## config.mk

```make
export PLATFORM = sky130hd
export DESIGN_NAME = remap_table_readback
export DESIGN_NICKNAME = d
export VERILOG_FILES = /design/src/rtl/remap_table_readback.sv
export SDC_FILE = /design/constraint.sdc
export NUM_CORES = 1
export LEC_CHECK = 0
export ABC_AREA = 1
export CAP_MARGIN = 20
export CORE_MARGIN = 4
export CORE_UTILIZATION = 43
export CTS_BUF_LIST = sky130_fd_sc_hd__clkbuf_2
export CTS_CLUSTER_SIZE = 14
export DETAILED_ROUTE_END_ITERATION = 12
export PLACE_DENSITY = 0.73
export SLEW_MARGIN = 20
export SYNTH_ARGS = -nofsm -noshare
export SYNTH_HDL_FRONTEND = slang
export SYNTH_SLANG_ARGS = --single-unit
```

## constraint.sdc

```tcl
create_clock -name okClk -period 2.17 [get_ports okClk]
set_input_delay 0.434 -clock okClk [delete_from_list [all_inputs] [get_ports okClk]]
set_output_delay 0.434 -clock okClk [all_outputs]
set_load 0.005 [all_outputs]
```

## src/rtl/remap_table_readback.sv

```systemverilog
// rtl/remap_table_readback.sv - scans the remap table and streams it out as packed 32-bit words
module remap_table_readback #(
    parameter int N_ENTRIES = 128,
    parameter int ENTRY_W   = 7
) (
    input  logic               okClk,
    input  logic               reset,
    input  logic               start,
    input  logic               abort,
    output logic [6:0]         rd_addr,
    input  logic [ENTRY_W-1:0] rd_data,
    output logic [31:0]        out_data,
    output logic               out_valid,
    input  logic               out_ready,
    output logic               busy,
    output logic               done,
    output logic [5:0]         word_count,
    output logic [31:0]        checksum
);

    localparam int         N_WORDS   = N_ENTRIES / 4;
    localparam logic [6:0] LAST_ADDR = 7'(N_ENTRIES - 1);
    localparam logic [5:0] WC_MAX    = 6'(N_WORDS);

    localparam logic [1:0] S_IDLE  = 2'd0;
    localparam logic [1:0] S_FETCH = 2'd1;
    localparam logic [1:0] S_SEND  = 2'd2;
    localparam logic [1:0] S_DONE  = 2'd3;

    logic [1:0]  state_q, state_d;
    logic [6:0]  rd_addr_q, rd_addr_d;
    // phase 0..2 advance the address, phases 1..4 capture bytes 0..3
    logic [2:0]  phase_q, phase_d;
    logic [31:0] out_data_q, out_data_d;
    logic        out_valid_q, out_valid_d;
    logic [5:0]  word_count_q, word_count_d;
    logic [31:0] checksum_q, checksum_d;
    logic [7:0]  byte_w;
    logic [1:0]  lane_w;

    assign byte_w = 8'(rd_data);
    assign lane_w = phase_q[1:0] - 2'd1;

    // next-state logic: abort wins over everything except reset, then the normal walk
    always_comb begin
        state_d      = state_q;
        rd_addr_d    = rd_addr_q;
        phase_d      = phase_q;
        out_data_d   = out_data_q;
        out_valid_d  = out_valid_q;
        word_count_d = word_count_q;
        checksum_d   = checksum_q;
        if (abort && (state_q != S_IDLE)) begin
            state_d     = S_IDLE;
            out_valid_d = 1'b0;
        end else begin
            case (state_q)
                S_IDLE: begin
                    if (start && !abort) begin
                        state_d      = S_FETCH;
                        rd_addr_d    = 7'd0;
                        phase_d      = 3'd0;
                        word_count_d = 6'd0;
                        checksum_d   = 32'd0;
                    end
                end
                S_FETCH: begin
                    if (phase_q < 3'd3) begin
                        rd_addr_d = rd_addr_q + 7'd1;
                    end
                    if (phase_q != 3'd0) begin
                        out_data_d[{lane_w, 3'b000} +: 8] = byte_w;
                    end
                    if (phase_q == 3'd4) begin
                        state_d     = S_SEND;
                        out_valid_d = 1'b1;
                        phase_d     = 3'd0;
                    end else begin
                        phase_d = phase_q + 3'd1;
                    end
                end
                S_SEND: begin
                    if (out_ready) begin
                        out_valid_d = 1'b0;
                        checksum_d  = checksum_q ^ out_data_q;
                        if (word_count_q != WC_MAX) begin
                            word_count_d = word_count_q + 6'd1;
                        end
                        if (rd_addr_q == LAST_ADDR) begin
                            state_d = S_DONE;
                        end else begin
                            state_d   = S_FETCH;
                            rd_addr_d = rd_addr_q + 7'd1;
                            phase_d   = 3'd0;
                        end
                    end
                end
                default: begin
                    state_d = S_IDLE;
                end
            endcase
        end
    end

    // state registers with synchronous active-high reset
    always_ff @(posedge okClk) begin
        if (reset) begin
            state_q      <= S_IDLE;
            rd_addr_q    <= 7'd0;
            phase_q      <= 3'd0;
            out_data_q   <= 32'd0;
            out_valid_q  <= 1'b0;
            word_count_q <= 6'd0;
            checksum_q   <= 32'd0;
        end else begin
            state_q      <= state_d;
            rd_addr_q    <= rd_addr_d;
            phase_q      <= phase_d;
            out_data_q   <= out_data_d;
            out_valid_q  <= out_valid_d;
            word_count_q <= word_count_d;
            checksum_q   <= checksum_d;
        end
    end

    assign rd_addr    = rd_addr_q;
    assign out_data   = out_data_q;
    assign out_valid  = out_valid_q;
    assign word_count = word_count_q;
    assign checksum   = checksum_q;
    assign busy       = (state_q != S_IDLE);
    assign done       = (state_q == S_DONE);

endmodule
```

== After elaboration in Yosys (flattened, before gate mapping) ==
Index checks and enable logic that the tools add are counted.

* Bitwise gates (word level): 2
* Multiplexer cells: 26
* Order comparisons: 1
* Shift-type cells: 2
* Eq/ne operators: 12
* Reductions and logical operators: 17
* Add/subtract/negate cells: 5

{| class="wikitable"
|+ Operators with widths
! kind !! count
|-
| $mux 32 || 2
|-
| $pmux 32 s2 || 1
|-
| $bwmux 32 || 1
|-
| $shift 8x7->32 const A || 1
|-
| $shiftx 8x7->32 || 1
|-
| $xor 32x32->32 || 1
|-
| $mux 7 || 4
|-
| $pmux 7 s3 || 1
|-
| $mux 6 || 3
|-
| $mux 3 || 4
|-
| $ne 2x2->1 const B || 6
|-
| $pmux 6 s2 || 1
|-
| $reduce_and 5->1 || 2
|-
| $pmux 3 s3 || 1
|-
| $reduce_and 3->1 || 3
|-
| $mux 2 || 4
|-
| $add 7x1->7 const B || 1
|-
| $eq 7x7->1 const B || 1
|-
| $neg 5->7 || 1
|-
| $add 6x1->6 const B || 1
|-
| $ne 6x6->1 const B || 1
|-
| $pmux 2 s3 || 1
|-
| $reduce_and 6->1 || 1
|-
| $reduce_bool 2->1 || 3
|-
| 15 further kinds || 19
|}

* Word-level logic and storage cells: 72
* Output and inout bits: 80
* Input bits: 12
* Bits in registers: 83

== Depth between registers and ports, before layout ==
* Word-level depth: 4
* Mapped depth: 13
* Gate-level depth less buffers: 12

== Least setup slack after synthesis ==
OpenSTA, ideal clock, no wires.

* Path type: register -> register
* Start point: register phase_q[0]
* End point: register out_data_q[27], in the netlist out_data[27]
* Arrival time: 2.164 ns
* Setup time: 0.070 ns
* Slack: -0.064 ns
* Required time: 2.100 ns
* Stages on the path, launching flop included: 10
* Path buffers: 4
* Period minus slack after synthesis: 2.234 ns
* Path through: dfxtp_1 -> clkbuf_1 -> inv_1 -> buf_1 -> ha_1 -> buf_2 -> nor2_1 -> clkbuf_1 -> nand4_1 -> a21oi_1

* Cells in the longest elaborated chain, start to end: 4
* Elaborated cells between the ends (all ways): 7
* Classes of those cells: add/sub (2); shift (2); mux (1); reduce/logical (2)

{| class="wikitable"
|+ Ends and longest elaborated chain
! item !! line !! source
|-
| start, declared || 33 || <nowiki>logic [2:0] phase_q, phase_d;</nowiki>
|-
| start signal, assigned || 118 || <nowiki>phase_q <= phase_d;</nowiki>
|-
| $sub 2x1->2 || 42 || <nowiki>assign lane_w = phase_q[1:0] - 2'd1;</nowiki>
|-
| $neg 5->7 || 72 || <nowiki>out_data_d[{lane_w, 3'b000} +: 8] = byte_w;</nowiki>
|-
| $shiftx 8x7->32 or $shift 8x7->32 (tied branches) || 72 ||
|-
| $bwmux 32 || 72 ||
|-
| end signal, assigned || 119 || <nowiki>out_data_q <= out_data_d;</nowiki>
|-
| end, declared || 34 || <nowiki>logic [31:0] out_data_q, out_data_d;</nowiki>
|}

Several ways; a longest one is shown, not always the timed one.
A chain may end at the register's enable or synchronous reset.

== Worst setup path after layout ==
* Start point: register rd_addr_q[0], in the netlist rd_addr[0]
* End point: output rd_addr[0]

{| class="wikitable"
|+ RTL lines
! item !! line !! source
|-
| start, declared || 31 || <nowiki>logic [6:0] rd_addr_q, rd_addr_d;</nowiki>
|-
| start signal, assigned || 117 || <nowiki>rd_addr_q <= rd_addr_d;</nowiki>
|-
| end, declared || 10 || <nowiki>output logic [6:0] rd_addr,</nowiki>
|}

No word-level cell between the ends.

==> flow_summary_export.csv <==
group,metric,value,unit
run_status,run_status,"finished clean",
timing,hold_violations,0,
logic_synthesis,ys_seq_elements,79,
final_layout,area_growth,30.38,%
worst_setup_path,critPathMaxStageDelay,0.55,ns
worst_setup_path,r2r_end,"checksum[9]",
detailed_routing,ant_nets,0,
detailed_routing,drt-wirelength-per-cell,13.91,um
global_routing,grt_pass1_vias,3422,
cts,cts_root_buf,"clkbuf_2",
final_layout,nNetsFinal,621,
detailed_routing,routed-via-count,3635,
worst_setup_path,worstSetupEndpoint,"rd_addr[0]",
logic_synthesis,synthTopCellsByArea,"dfxtp_1, nand2_1, a21oi_1",
global_routing,antenna_found_initial,1,
final_layout,drive_above_1_share,0.08153,
worst_setup_path,worstPathCellList,"clkdlybuf4s50_1",
timing,setup_violations,0,
timing,report.final.slew_viol_count,0,
timing,skew,0.03194,ns
placement,placed_area,4737,sq um
worst_setup_path,rr_worst_depth,11,
global_routing,gr-total-overflow,0,
logic_synthesis,ys_warn_count,0,
logic_synthesis,ys_seq_area_frac,0.4229,
global_routing,grt_pass1_wl,16.24,mm
cts,clk_latency,0.55,ns
final_layout,instances_no_fill,707,
detailed_routing,first_iter_violations,191,
floorplanning,die_w,101.3,um
floorplanning,core-area,8341,sq um
placement,gp_congestion,0.8289,
cts,cts.sinks,79,
timing,tns,0,ns
worst_setup_path,worstPathArrival,1.58,ns
cts,cts_max_path_buffers,2,
logic_synthesis,syn_area,3740,sq um
floorplanning,num_rows,33,
logic_synthesis,synth_top_area_share,0.4229,
worst_setup_path,crit_start,"rd_addr[0]",
cts,hold_buffers,0,
pwr,ir_drop,403.6,uV
logic_synthesis,synth_edf_count,0,
worst_setup_path,cp-end-kind,"primary output",
detailed_routing,finalWirelength,9.831,mm
logic_synthesis,synthArstFlopShare,0,
cts,cts_buffers,9,
placement,dp_cells,688,
floorplanning,io-pin-count,92,
cts,cts_tree,"yes",
final_layout,final_area,4876,sq um
detailed_routing,drtPass1Iterations,4,
pwr,p_leak,1.800,nW
timing,min_period_over_period,0.9289,
worst_setup_path,worst-path-max-fanout,7,
cts,cts.htree.levels,3,
worst_setup_path,cp.required,1.74,ns
worst_setup_path,reg2reg_from,"state_q[1]",
global_routing,track_usage,0.1956,
logic_synthesis,avgSynthCellArea,7.420,sq um
placement,dp_hpwl,7.121,mm
floorplanning,floorplan.initialDensity,0.4484,
logic_synthesis,synthDistinctLibCells,30,
hold_path,hp-class,"flip-flop to flip-flop",
worst_setup_path,path_class,"flip-flop to primary output",
pwr,finalPower,4.113,mW
placement,io_buffers,87,
worst_setup_path,crit_buf_inv,1,
worst_setup_path,cp-start-kind,"flip-flop",
floorplanning,die_area,10250,sq um
cts,clkSlewWorstSetupHoldPaths,0.22,ns
run,max_cap_violations,0,
pwr,p_per_area,843.6,nW/um^2
global_routing,grt_max_degree,46,
global_routing,top_usage_layer,"met2",
detailed_routing,drt-vias-per-instance,5.141,
worst_setup_path,crit_slowest_cell,"clkdlybuf4s50_1",
timing,grt_setup_unrepaired,"no",
logic_synthesis,yosysTopAreaCell,"dfxtp_1",
global_routing,met3_usage,0.03237,
worst_setup_path,critPathTopFamily,"buffers and inverters",
hold_path,hp-start,"checksum[7]",
timing,clock.fmax,496.1,MHz
timing,period_minus_slack,2.016,ns
detailed_routing,route.detailed.drc,0,
worst_setup_path,rrSetupSlack,0.25,ns
logic_synthesis,syn_inst,504,
global_routing,met1_usage,0.2598,
worst_setup_path,path_depth,1,
floorplanning,fp.dieH,101.3,um
global_routing,use_met2,0.3149,
logic_synthesis,synthFlopType,"dfxtp_1",
cells in the mapped netlist (2+ instances only):
library cell and number:
dfxtp_1 79, or2_0 7, a211oi_1 2, clkbuf_1 9
nor2_1 32, buf_6 3, nand2_2 3, nand3b_1 6
o21ai_0 13, inv_2 2, or2_2 4, buf_2 6
buf_4 5, nor2_2 4, nand3_1 24, ha_1 13
nand4_1 33, xor2_1 14, nand2_1 121, inv_1 42
a21oi_1 72, a31oi_1 2
area by class of cell:
| class | instances | area (sq um) |
|---|---|---|
| repair buffers | 102 | 1010 |
| fillers | 783 | 3465 |
| diodes | 1 | 2.502 |
| well taps | 105 | 131.4 |
| multi-input cells | 359 | 1867 |
| clock buffers | 10 | 50.05 |
| clock inverters | 6 | 60.06 |
| inverters | 45 | 171.4 |
| flip-flops and latches | 79 | 1584 |
kinds of logic after synthesis:
| family | Yosys count | share of synthesized area |
|---|---|---|
| other cells | 1 | 0.001003 |
| buf+inv | 69 | 0.08297 |
| fa+ha+maj | 13 | 0.04349 |
| compound gates | 90 | 0.1224 |
| simple gates | 238 | 0.2944 |
| xor+xnor | 14 | 0.03279 |
| flops | 79 | 0.4229 |
power by group:
group / switching, mW / total, mW / internal (mW)
Clock: 0.525 / 0.792 / 0.267
Sequential: 0.0446 / 1.55 / 1.51
Combinational: 1.22 / 1.77 / 0.553
Total: 1.79 / 4.11 / 2.33
state kept, by name, indices dropped and copies added, names as in the netlist:
register,flops
checksum,32
out_data,28
out_valid,1
phase_q,3
rd_addr,7
state_q,2
word_count,6
repair_timing:
item | 4_1_cts | 5_1_grt
setup endpoints to repair | 1 | 2
gates resized for setup | 4 | 2
buffers inserted | 2 | 0
placed cells by master, fill, tap and decap left out, drive strengths merged, types with 13 or more instances in the layout:
cell type	count
nor2	37
xor2	14
inv	46
buf	15
nand4	33
a21oi	72
dfxtp	79
o21ai	14
nand2	124
ha	13
nand3	25
clkdlybuf4s50	85
layer usage:
layer  share of wire  routed length, um
met2            0.46               4543
met4           0.021                210
met1            0.45               4456
met5               0                  0
met3           0.063                620
worst min path at each step:
stage | endpoint | cells past startpoint | slack (ns)
2_1_floorplan | checksum[15] | 2 | 0.42
3_3_place_gp | checksum[7] | 2 | 0.41
3_5_place_dp | checksum[7] | 2 | 0.42
4_1_cts | checksum[7] | 2 | 0.44
5_1_grt | checksum[15] | 2 | 0.47
6_report | checksum[7] | 2 | 0.44
stage by stage:
step	hold slack [ns]	util	setup slack, ns
after floorplan	0.4250	-	0.01576
after global placement	0.4143	0.5680	0.08470
after global routing	0.4677	0.5846	0.07144
after CTS	0.4435	0.5834	0.01937
final	0.4393	0.5846	0.1542
after detailed placement	0.4185	0.5680	0.01697
worst register-to-register path, delay by kind of cell (launching register included):
kind | cells | cell delay [ns]
AO/OA/AOI/OAI | 1 | 0.22
adder cells (fa/ha/maj) | 1 | 0.22
buffers and inverters | 4 | 0.55
flip-flops | 1 | 0.37
AND/OR/NAND/NOR | 5 | 0.52
Note: power is estimated with default switching activity, not from simulation.
